**src/rtl/hazard_pkg.sv**
```systemverilog
// Shared types and helpers for the decode-stage hazard scoreboard.
package hazard_pkg;

  // Widest register address the shadow entries can hold; narrower AW is zero-extended.
  localparam int HZ_DEST_W  = 8;
  localparam int FWD_SEL_RF = 0;

  typedef logic [HZ_DEST_W-1:0] hz_dest_t;

  typedef struct packed {
    logic     valid;
    logic     wb_en;
    logic     mem_r_en;
    hz_dest_t dest;
  } hz_entry_t;

  function automatic int sel_w(input int depth);
    return $clog2(depth + 1);
  endfunction

endpackage

```
**src/rtl/hazard_match.sv**
```systemverilog
// Priority search of the in-flight writeback entries for one source operand.
module hazard_match
  import hazard_pkg::*;
#(
  parameter int DEPTH    = 2,
  parameter int LOAD_LAT = 1,
  parameter int SEL_W    = sel_w(DEPTH)
) (
  input  hz_entry_t         entries_i [DEPTH],
  input  hz_dest_t          addr_i,
  input  logic              req_i,
  input  logic              fwd_en_i,
  output logic              raw_o,
  output logic [SEL_W-1:0]  sel_o
);

  logic             found;
  logic             young_load;
  logic [SEL_W-1:0] young_sel;

  // Walk oldest to youngest so the youngest match is the one left standing.
  always_comb begin
    found      = 1'b0;
    young_load = 1'b0;
    young_sel  = '0;
    for (int i = DEPTH - 1; i >= 0; i--) begin
      if (entries_i[i].valid && entries_i[i].wb_en && (entries_i[i].dest == addr_i)) begin
        found      = 1'b1;
        young_load = entries_i[i].mem_r_en && (i < LOAD_LAT);
        young_sel  = SEL_W'(i + 1);
      end
    end
    raw_o = req_i && (fwd_en_i ? young_load : found);
    sel_o = (fwd_en_i && req_i && found && !raw_o) ? young_sel : SEL_W'(FWD_SEL_RF);
  end

endmodule

```
**src/rtl/hazard_scoreboard.sv**
```systemverilog
// ID-stage hazard scoreboard: shadows in-flight writebacks, raises stall and forwarding selects.
// Optional stall_cnt output is built when HAZARD_STALL_CNT_EN is defined.
module hazard_scoreboard
  import hazard_pkg::*;
#(
  parameter int AW       = 4,
  parameter int DEPTH    = 2,
  parameter int LOAD_LAT = 1,
  parameter int SEL_W    = sel_w(DEPTH)
) (
  input  logic             clk,
  input  logic             rst_n,
  input  logic             id_valid,
  input  logic [AW-1:0]    id_src1,
  input  logic             id_src1_used,
  input  logic [AW-1:0]    id_src2,
  input  logic             id_two_src,
  input  logic [AW-1:0]    id_dest,
  input  logic             id_wb_en,
  input  logic             id_mem_r_en,
  input  logic             fwd_en,
  input  logic             flush,
  output logic             hazard,
  output logic [SEL_W-1:0] fwd_sel1,
  output logic [SEL_W-1:0] fwd_sel2
`ifdef HAZARD_STALL_CNT_EN
  ,
  output logic [31:0]      stall_cnt
`endif
);

  hz_entry_t entries_q [DEPTH];
  hz_entry_t entries_d [DEPTH];
  logic      raw1;
  logic      raw2;
  logic      issue;

  hazard_match #(
    .DEPTH    (DEPTH),
    .LOAD_LAT (LOAD_LAT),
    .SEL_W    (SEL_W)
  ) u_match_src1 (
    .entries_i (entries_q),
    .addr_i    (hz_dest_t'(id_src1)),
    .req_i     (id_src1_used),
    .fwd_en_i  (fwd_en),
    .raw_o     (raw1),
    .sel_o     (fwd_sel1)
  );

  hazard_match #(
    .DEPTH    (DEPTH),
    .LOAD_LAT (LOAD_LAT),
    .SEL_W    (SEL_W)
  ) u_match_src2 (
    .entries_i (entries_q),
    .addr_i    (hz_dest_t'(id_src2)),
    .req_i     (id_two_src),
    .fwd_en_i  (fwd_en),
    .raw_o     (raw2),
    .sel_o     (fwd_sel2)
  );

  assign hazard = id_valid && !flush && (raw1 || raw2);
  assign issue  = id_valid && !hazard && !flush;

  // The shadow pipe always advances; a stall or flush only injects a bubble at EXE.
  always_comb begin
    for (int i = 0; i < DEPTH; i++) entries_d[i] = '0;
    for (int i = 1; i < DEPTH; i++) entries_d[i] = entries_q[i-1];
    if (issue) begin
      entries_d[0].valid    = 1'b1;
      entries_d[0].wb_en    = id_wb_en;
      entries_d[0].mem_r_en = id_mem_r_en;
      entries_d[0].dest     = hz_dest_t'(id_dest);
    end
  end

  always_ff @(posedge clk or negedge rst_n) begin
    if (!rst_n) begin
      for (int i = 0; i < DEPTH; i++) entries_q[i] <= '0;
    end else begin
      for (int i = 0; i < DEPTH; i++) entries_q[i] <= entries_d[i];
    end
  end

`ifdef HAZARD_STALL_CNT_EN
  logic [31:0] stall_cnt_q;
  logic [31:0] stall_cnt_d;

  assign stall_cnt_d = (hazard && (stall_cnt_q != 32'hFFFF_FFFF)) ? stall_cnt_q + 32'd1 : stall_cnt_q;

  always_ff @(posedge clk or negedge rst_n) begin
    if (!rst_n) stall_cnt_q <= '0;
    else        stall_cnt_q <= stall_cnt_d;
  end

  assign stall_cnt = stall_cnt_q;
`endif

endmodule

```
**config.mk**
```make
export PLATFORM = sky130hd
export DESIGN_NAME = hazard_scoreboard
export DESIGN_NICKNAME = d
export VERILOG_FILES = /design/src/rtl/hazard_pkg.sv /design/src/rtl/hazard_match.sv /design/src/rtl/hazard_scoreboard.sv
export SDC_FILE = /design/constraint.sdc
export NUM_CORES = 1
export LEC_CHECK = 0
export ABC_CLOCK_PERIOD_IN_PS = 2650
export BUFFER_PORTS_ARGS = -buffer_cell sky130_fd_sc_hd__buf_2
export CAP_MARGIN = 40
export CORE_MARGIN = 4
export CORE_UTILIZATION = 35
export DETAILED_ROUTE_END_ITERATION = 10
export SLEW_MARGIN = 30
export SYNTH_ARGS = -nofsm -noshare
export SYNTH_HDL_FRONTEND = slang
export SYNTH_SLANG_ARGS = --single-unit
```
**constraint.sdc**
```tcl
create_clock -name clk -period 2.65 [get_ports clk]
set_clock_uncertainty 0.05 [all_clocks]
set_input_delay 0.795 -clock clk [delete_from_list [all_inputs] [get_ports clk]]
set_output_delay 0.795 -clock clk [all_outputs]
set_load 0.02 [all_outputs]
```
# Yosys cells after proc, flatten, opt, wreduce, memory -nomap -nowiden

Cells that the tools add are included.

Output and inout port bits: 5
Register bits: 21
Word-level logic and storage cells: 49

Reductions and logical operators: 23
Multiplexer cells: 15
Equal/unequal tests: 4

Operator list:

| kind              | count |
|---|---|
| $eq 8x4->1        | 4 |
| $logic_and 1x1->1 | 18 |
| $mux 2            | 6 |
| $mux 11           | 1 |
| $mux 1            | 8 |
| $logic_not 1->1   | 4 |
| $logic_or 1x1->1  | 1 |

# Longest topological paths before layout

Depth after elaboration: 12
Gate-level depth with buffers: 4
Gate-level depth less buffers: 4

# By module

Synthesis repeated with hierarchy kept, for this count alone.

Cell total of the unflattened synthesis: 86
Area, all modules: 887.1 sq um

By module, submodules not included:

| module            | area each (sq um) | times used | seq. area each (sq um) | cells an instance |
|---|---|---|---|---|
| hazard_match      | 230.2             | 2          | 0.0                    | 31 |
| hazard_scoreboard | 426.7             | 1          | 350.3                  | 24 |

# Worst setup path after synthesis

No wires, ideal clock.

Path type: input-to-output
Start: input id_src1[1]
End: output fwd_sel1[1]
Setup slack: -0.078 ns
Stages: 3
Buffers on the path: 0
Arrival: 1.883 ns
Data required time: 1.805 ns
Cells stage by stage: xnor2_1 -> or2b_1 -> nor4b_1

Word-level cells in the longest chain between the ends: 9
Elaborated cells on any way between the ends: 15
Classes of those cells: eq/ne (2); mux (7); reduce/logical (6)

Ends and longest elaborated chain:

| item                | line                    | source |
|---|---|---|
| start: declaration  | hazard_scoreboard.sv:14 | `input logic [AW-1:0] id_src1,` |
| $eq 8x4->1          | hazard_match.sv:27      | `if (entries_i[i].valid && entries_i[i].wb_en && (entries_i[i].dest == addr_i)) begin` |
| $logic_and 1x1->1   | hazard_match.sv:27      |  |
| $mux 1 (2 in a row) | hazard_match.sv:27      |  |
| $mux 1              | hazard_match.sv:33      | `raw_o = req_i && (fwd_en_i ? young_load : found);` |
| $logic_and 1x1->1   | hazard_match.sv:33      |  |
| $logic_not 1->1     | hazard_match.sv:34      | `sel_o = (fwd_en_i && req_i && found && !raw_o) ? young_sel : SEL_W'(FWD_SEL_RF);` |
| $logic_and 1x1->1   | hazard_match.sv:34      |  |
| $mux 2 *            | hazard_match.sv:34      |  |
| end: declaration    | hazard_scoreboard.sv:24 | `output logic [SEL_W-1:0] fwd_sel1,` |

Mark *: on every way between the ends. The rest lies on a longest branch, timed or not.

# Worst setup path after layout

Start: input id_src1[1]
End: output hazard

Word-level cells in the longest chain between the ends: 8
Elaborated cells on any way between the ends: 11
Classes of those cells: eq/ne (2); mux (4); reduce/logical (5)

Ends and longest elaborated chain:

| item                | line                    | source |
|---|---|---|
| $eq 8x4->1          | hazard_match.sv:27      |  |
| $logic_and 1x1->1   | hazard_match.sv:27      |  |
| $mux 1 (2 in a row) | hazard_match.sv:27      |  |
| $mux 1 *            | hazard_match.sv:33      |  |
| $logic_and 1x1->1 * | hazard_match.sv:33      |  |
| $logic_or 1x1->1 *  | hazard_scoreboard.sv:64 | `assign hazard = id_valid && !flush && (raw1 \|\| raw2);` |
| $logic_and 1x1->1 * | hazard_scoreboard.sv:64 |  |
| end: declaration    | hazard_scoreboard.sv:23 | `output logic hazard,` |

Marks and branches as above.

==> summary by stage <==
STA
The worst slack on hold paths is 0.343 ns. Of the available clock period, the critical path in the final layout requires 101%. The count of endpoints failing hold in the final timing report is 0. Adding up every negative setup slack in the final design gives -0.0307 ns. The total count of max-transition violations in the final report was 0. Setup repair after global routing could not meet its margin everywhere.

The slew of the pin with the lowest slew margin is roughly 0.27 ns. The smallest setup slack after layout is -0.0307 ns. The final-report setup violation count is 1. Counting I/O delays and the setup requirement, the final critical path takes between 2 and 3 ns. The highest attainable clock frequency is 0.373 GHz. Measured against its own limit, the worst slew margin works out to about four fifths.

Pwr
The clock network burns between 20% and 30% of the power. The areal power density over the cells is between 300 and 400 mW/mm². In this run, the combinational gates consume about a fifth of the power.

The sequential share of power is between 50% and 60%. The switching power as a share of total power is about a quarter. In this run the power spent charging and discharging nets is between 0.09 and 0.1 mW. The static leakage power is about 0.47 nW. The worst-case IR drop observed on VDD is ~0.19 mV. The internal portion of the total power is 0.311 mW.

Finish
The layout overhead on the synthesized area is 55.1%. The multi-input logic area is between 400 and 500 µm². The area taken by flip-flops and latches is between 300 and 400 µm². The number of nets at the end of the flow is about 130. The fill cell total of the finished layout is 164. The finished cells cover roughly 0.0011 mm². Cells fill about three fifths of the core in the end. Of the cells placed in the final design, the portion with a size suffix greater than 1 is 51.5%. The diode insertion count for antenna repair is 0.

Route
The first detailed-routing pass ran for 4 iterations. In the routed layout, each cell is associated on average with a via count of 4.81. The count of vias placed by the detailed router is 616. The remaining number of nets flagged by the antenna check after routing is 0. The number of violations reported at the end of detailed-routing iteration 0 is 3. The number of design rule violations left after detail routing is 0.

The detailed-route wire length per cell is between 10 and 15 µm. The overall routed net length is ~1.6 mm.

Placed design
Summing all placed instances gives a cell area of approximately 900 µm². The post-place setup slack is -0.100 ns. The half-perimeter wire length after detailed placement is between 1 and 1.5 mm. In this run the tool buffered the top-level ports with 25 buffer cells. The final RePlAce weighted congestion is slightly below 0.8.

Floorplan
The area of the placeable core is around 0.0018 mm². The initial utilization of the core area, before any placement, comes to 38.8%. The floorplan step defined a die boundary enclosing roughly 0.0028 mm². The number of standard-cell rows in the floorplan is 15. The die is about 53 µm wide. Pin placement for this block handled 26 I/O pins. From bottom edge to top edge, the die measures between 50 and 60 µm.

Setup path
The type of the setup path with the least slack is in -> out. The largest individual stage delay along the critical path comes from the cell or3b_4. The required time at the worst-slack endpoint is 1.81 ns.

Walking the worst path, the cells encountered are buf_8 -> xnor2_4 -> or3b_4 -> o32ai_4 -> o21a_1 -> buf_6. The highest cell delay on the worst timing path is approximately 0.4 ns. The worst-path maximum fanout is 2. Data arrives at the worst endpoint at roughly 1.8 ns. STA classifies the critical path endpoint as an output pin. The family with the most delay on the worst path is simple AND/OR/NAND/NOR gates.

STA classifies the critical path startpoint as a primary input. The number of buffers and inverters on the critical path is 2.

Logic synthesis
A synthesized cell averages roughly 11 µm². Of the synthesized area, sequential elements account for between 40 and 50%. The synthesized netlist contains 18 unique library cells. Synthesis handed over a netlist of 66 instances. The synthesized design contains 13 register bits. When the netlist entered floorplanning its net count stood at a little under 90.

The synthesis warning total is 0. The mapped netlist covers about 700 µm².

Global routing
Entering global routing, the biggest net connects 14 pins. The first global-routing pass estimated 2.73 mm of wire. Global routing used between 10% and 20% of the available tracks. After global routing the overflow that remains totals 0.

The initial antenna violation count came to 0. The number of global-route vias before repair is 649.

Clock network
The count of clock tree sinks is 13. The clock-pin slew reported for the worst setup and hold paths after clock tree synthesis is around 0.070 ns. The H-tree level count is 1. TritonCTS created 3 clock buffers. TritonCTS built the clock tree. The master cell of the clock root buffer is clkbuf_4.

No sink is reached through more buffers than the 2 on the longest clock path. The clock latency on the worst-skew pair is 0.26 ns.

Flow run
The number of maximum-capacitance violations is 0.

Min path
The kind of path behind the tightest hold check is in -> async.

Run status
The run finished, with violations left. The checks that failed: setup timing.
## final cells by class
cell class,instances,share of cell area [%]
clock buffers,4,2.42
flip-flops and latches,13,30.0
multi-input cells,52,43.6
well taps,25,2.88
repair buffers,34,21.1
## placed cells by master (no fill, tap or decap)
cell type / count
buf_2: 18
dfrtp_1: 13
buf_4: 12
xnor2_1: 9
nand2_1: 7
xnor2_2: 6
nor3_1: 6
nand4_1: 5
clkbuf_4: 3
buf_6: 3
nor2_2: 2
nor2b_1: 2
nand3_1: 2
and3_1: 1
and3_4: 1
nand2b_1: 1
o22ai_2: 1
nand3_2: 1
xnor2_4: 1
or3b_4: 1
o32ai_4: 1
o21a_1: 1
nor3b_1: 1
or2b_1: 1
nor4b_2: 1
nor4b_4: 1
clkbuf_1: 1
buf_8: 1
## Yosys cell counts
master    count  area, µm²
xnor2_1      16        140
dfrtp_1      13        325
nand2_1       7       26.3
nor3_1        6       30.0
nand4_1       5       31.3
nand3_1       3       15.0
and3_1        2       12.5
nor2_1        2       7.51
nor2b_1       2       12.5
nor4b_1       2       17.5
buf_1         1       3.75
nand2b_1      1       6.26
nor3b_1       1       7.51
o21a_1        1       7.51
o22ai_2       1       12.5
o32ai_4       1       27.5
or2b_1        1       7.51
or3b_1        1       8.76
## power by group through the flow
stage / Sequential (mW) / Combinational [mW] / Clock [mW]
6_report: 0.215 / 0.0804 / 0.113
4_1_cts: 0.214 / 0.0716 / 0.121
2_1_floorplan: 0.216 / 0.0319 / 0
3_3_place_gp: 0.217 / 0.0639 / 0
5_1_grt: 0.216 / 0.0887 / 0.134
3_5_place_dp: 0.217 / 0.0653 / 0
## sequential cells by signal, summed over array words and instances (netlist names)
signal	cells
entries_q	6
entries_d	7
## metrics by stage
stage | instances | total power [mW]
final | 128 | 0.409
after global routing | 128 | 0.439
after CTS | 128 | 0.406
after detailed placement | 123 | 0.283
after global placement | 123 | 0.281
after floorplan | 66 | 0.248
## per-layer routing
| metal | wire length (µm) | part of all wire, % | global-route usage [%] | vias up |
|---|---|---|---|---|
| li1 | - | - | - | 305 |
| met1 | 637 | 40 | 16.8 | 290 |
| met2 | 845 | 54 | 22.7 | 21 |
| met3 | 89 | 5.7 | 1.14 | 0 |
| met4 | 0 | 0 | 7.66 | 0 |
| met5 | 0 | 0 | 0 | - |
## what timing repair did
action	4_1_cts	5_1_grt
gates cloned	0	0
endpoints found under the hold margin	0	0
pin swaps	7	6
setup endpoints to repair	4	4
resized for setup	13	12
buffers inserted	1	0
hold buffers	0	0
## final timing paths
check	endpoint	cells after the start	slack, ns	from
worst max-delay path	hazard	6	-0.03	id_src1[1]
worst min-delay path	entries_q[10]$_DFF_PN0_	1	0.34	rst_n
worst max register to register	entries_d[1]$_DFF_PN0_	6	0.96	entries_q[1]$_DFF_PN0_
worst min register to register	entries_q[10]$_DFF_PN0_	0	0.38	entries_d[10]$_DFF_PN0_
max in group asynchronous	entries_q[3]$_DFF_PN0_	1	1.99	rst_n
min in group clk	entries_q[10]$_DFF_PN0_	0	0.38	entries_d[10]$_DFF_PN0_
## kinds of logic (layout without fill, tap and decap cells)
group	count (synthesis)	after routing	share of synthesized area, %
buffers and inverters	1	38	0.536
xor gates and xnor gates	16	16	20.0
DFF	13	13	46.5
and+or+nand+nor	33	33	26.1
AOI/OAI and AO/OA	3	3	6.80
Power figures use the tool's default switching activity.
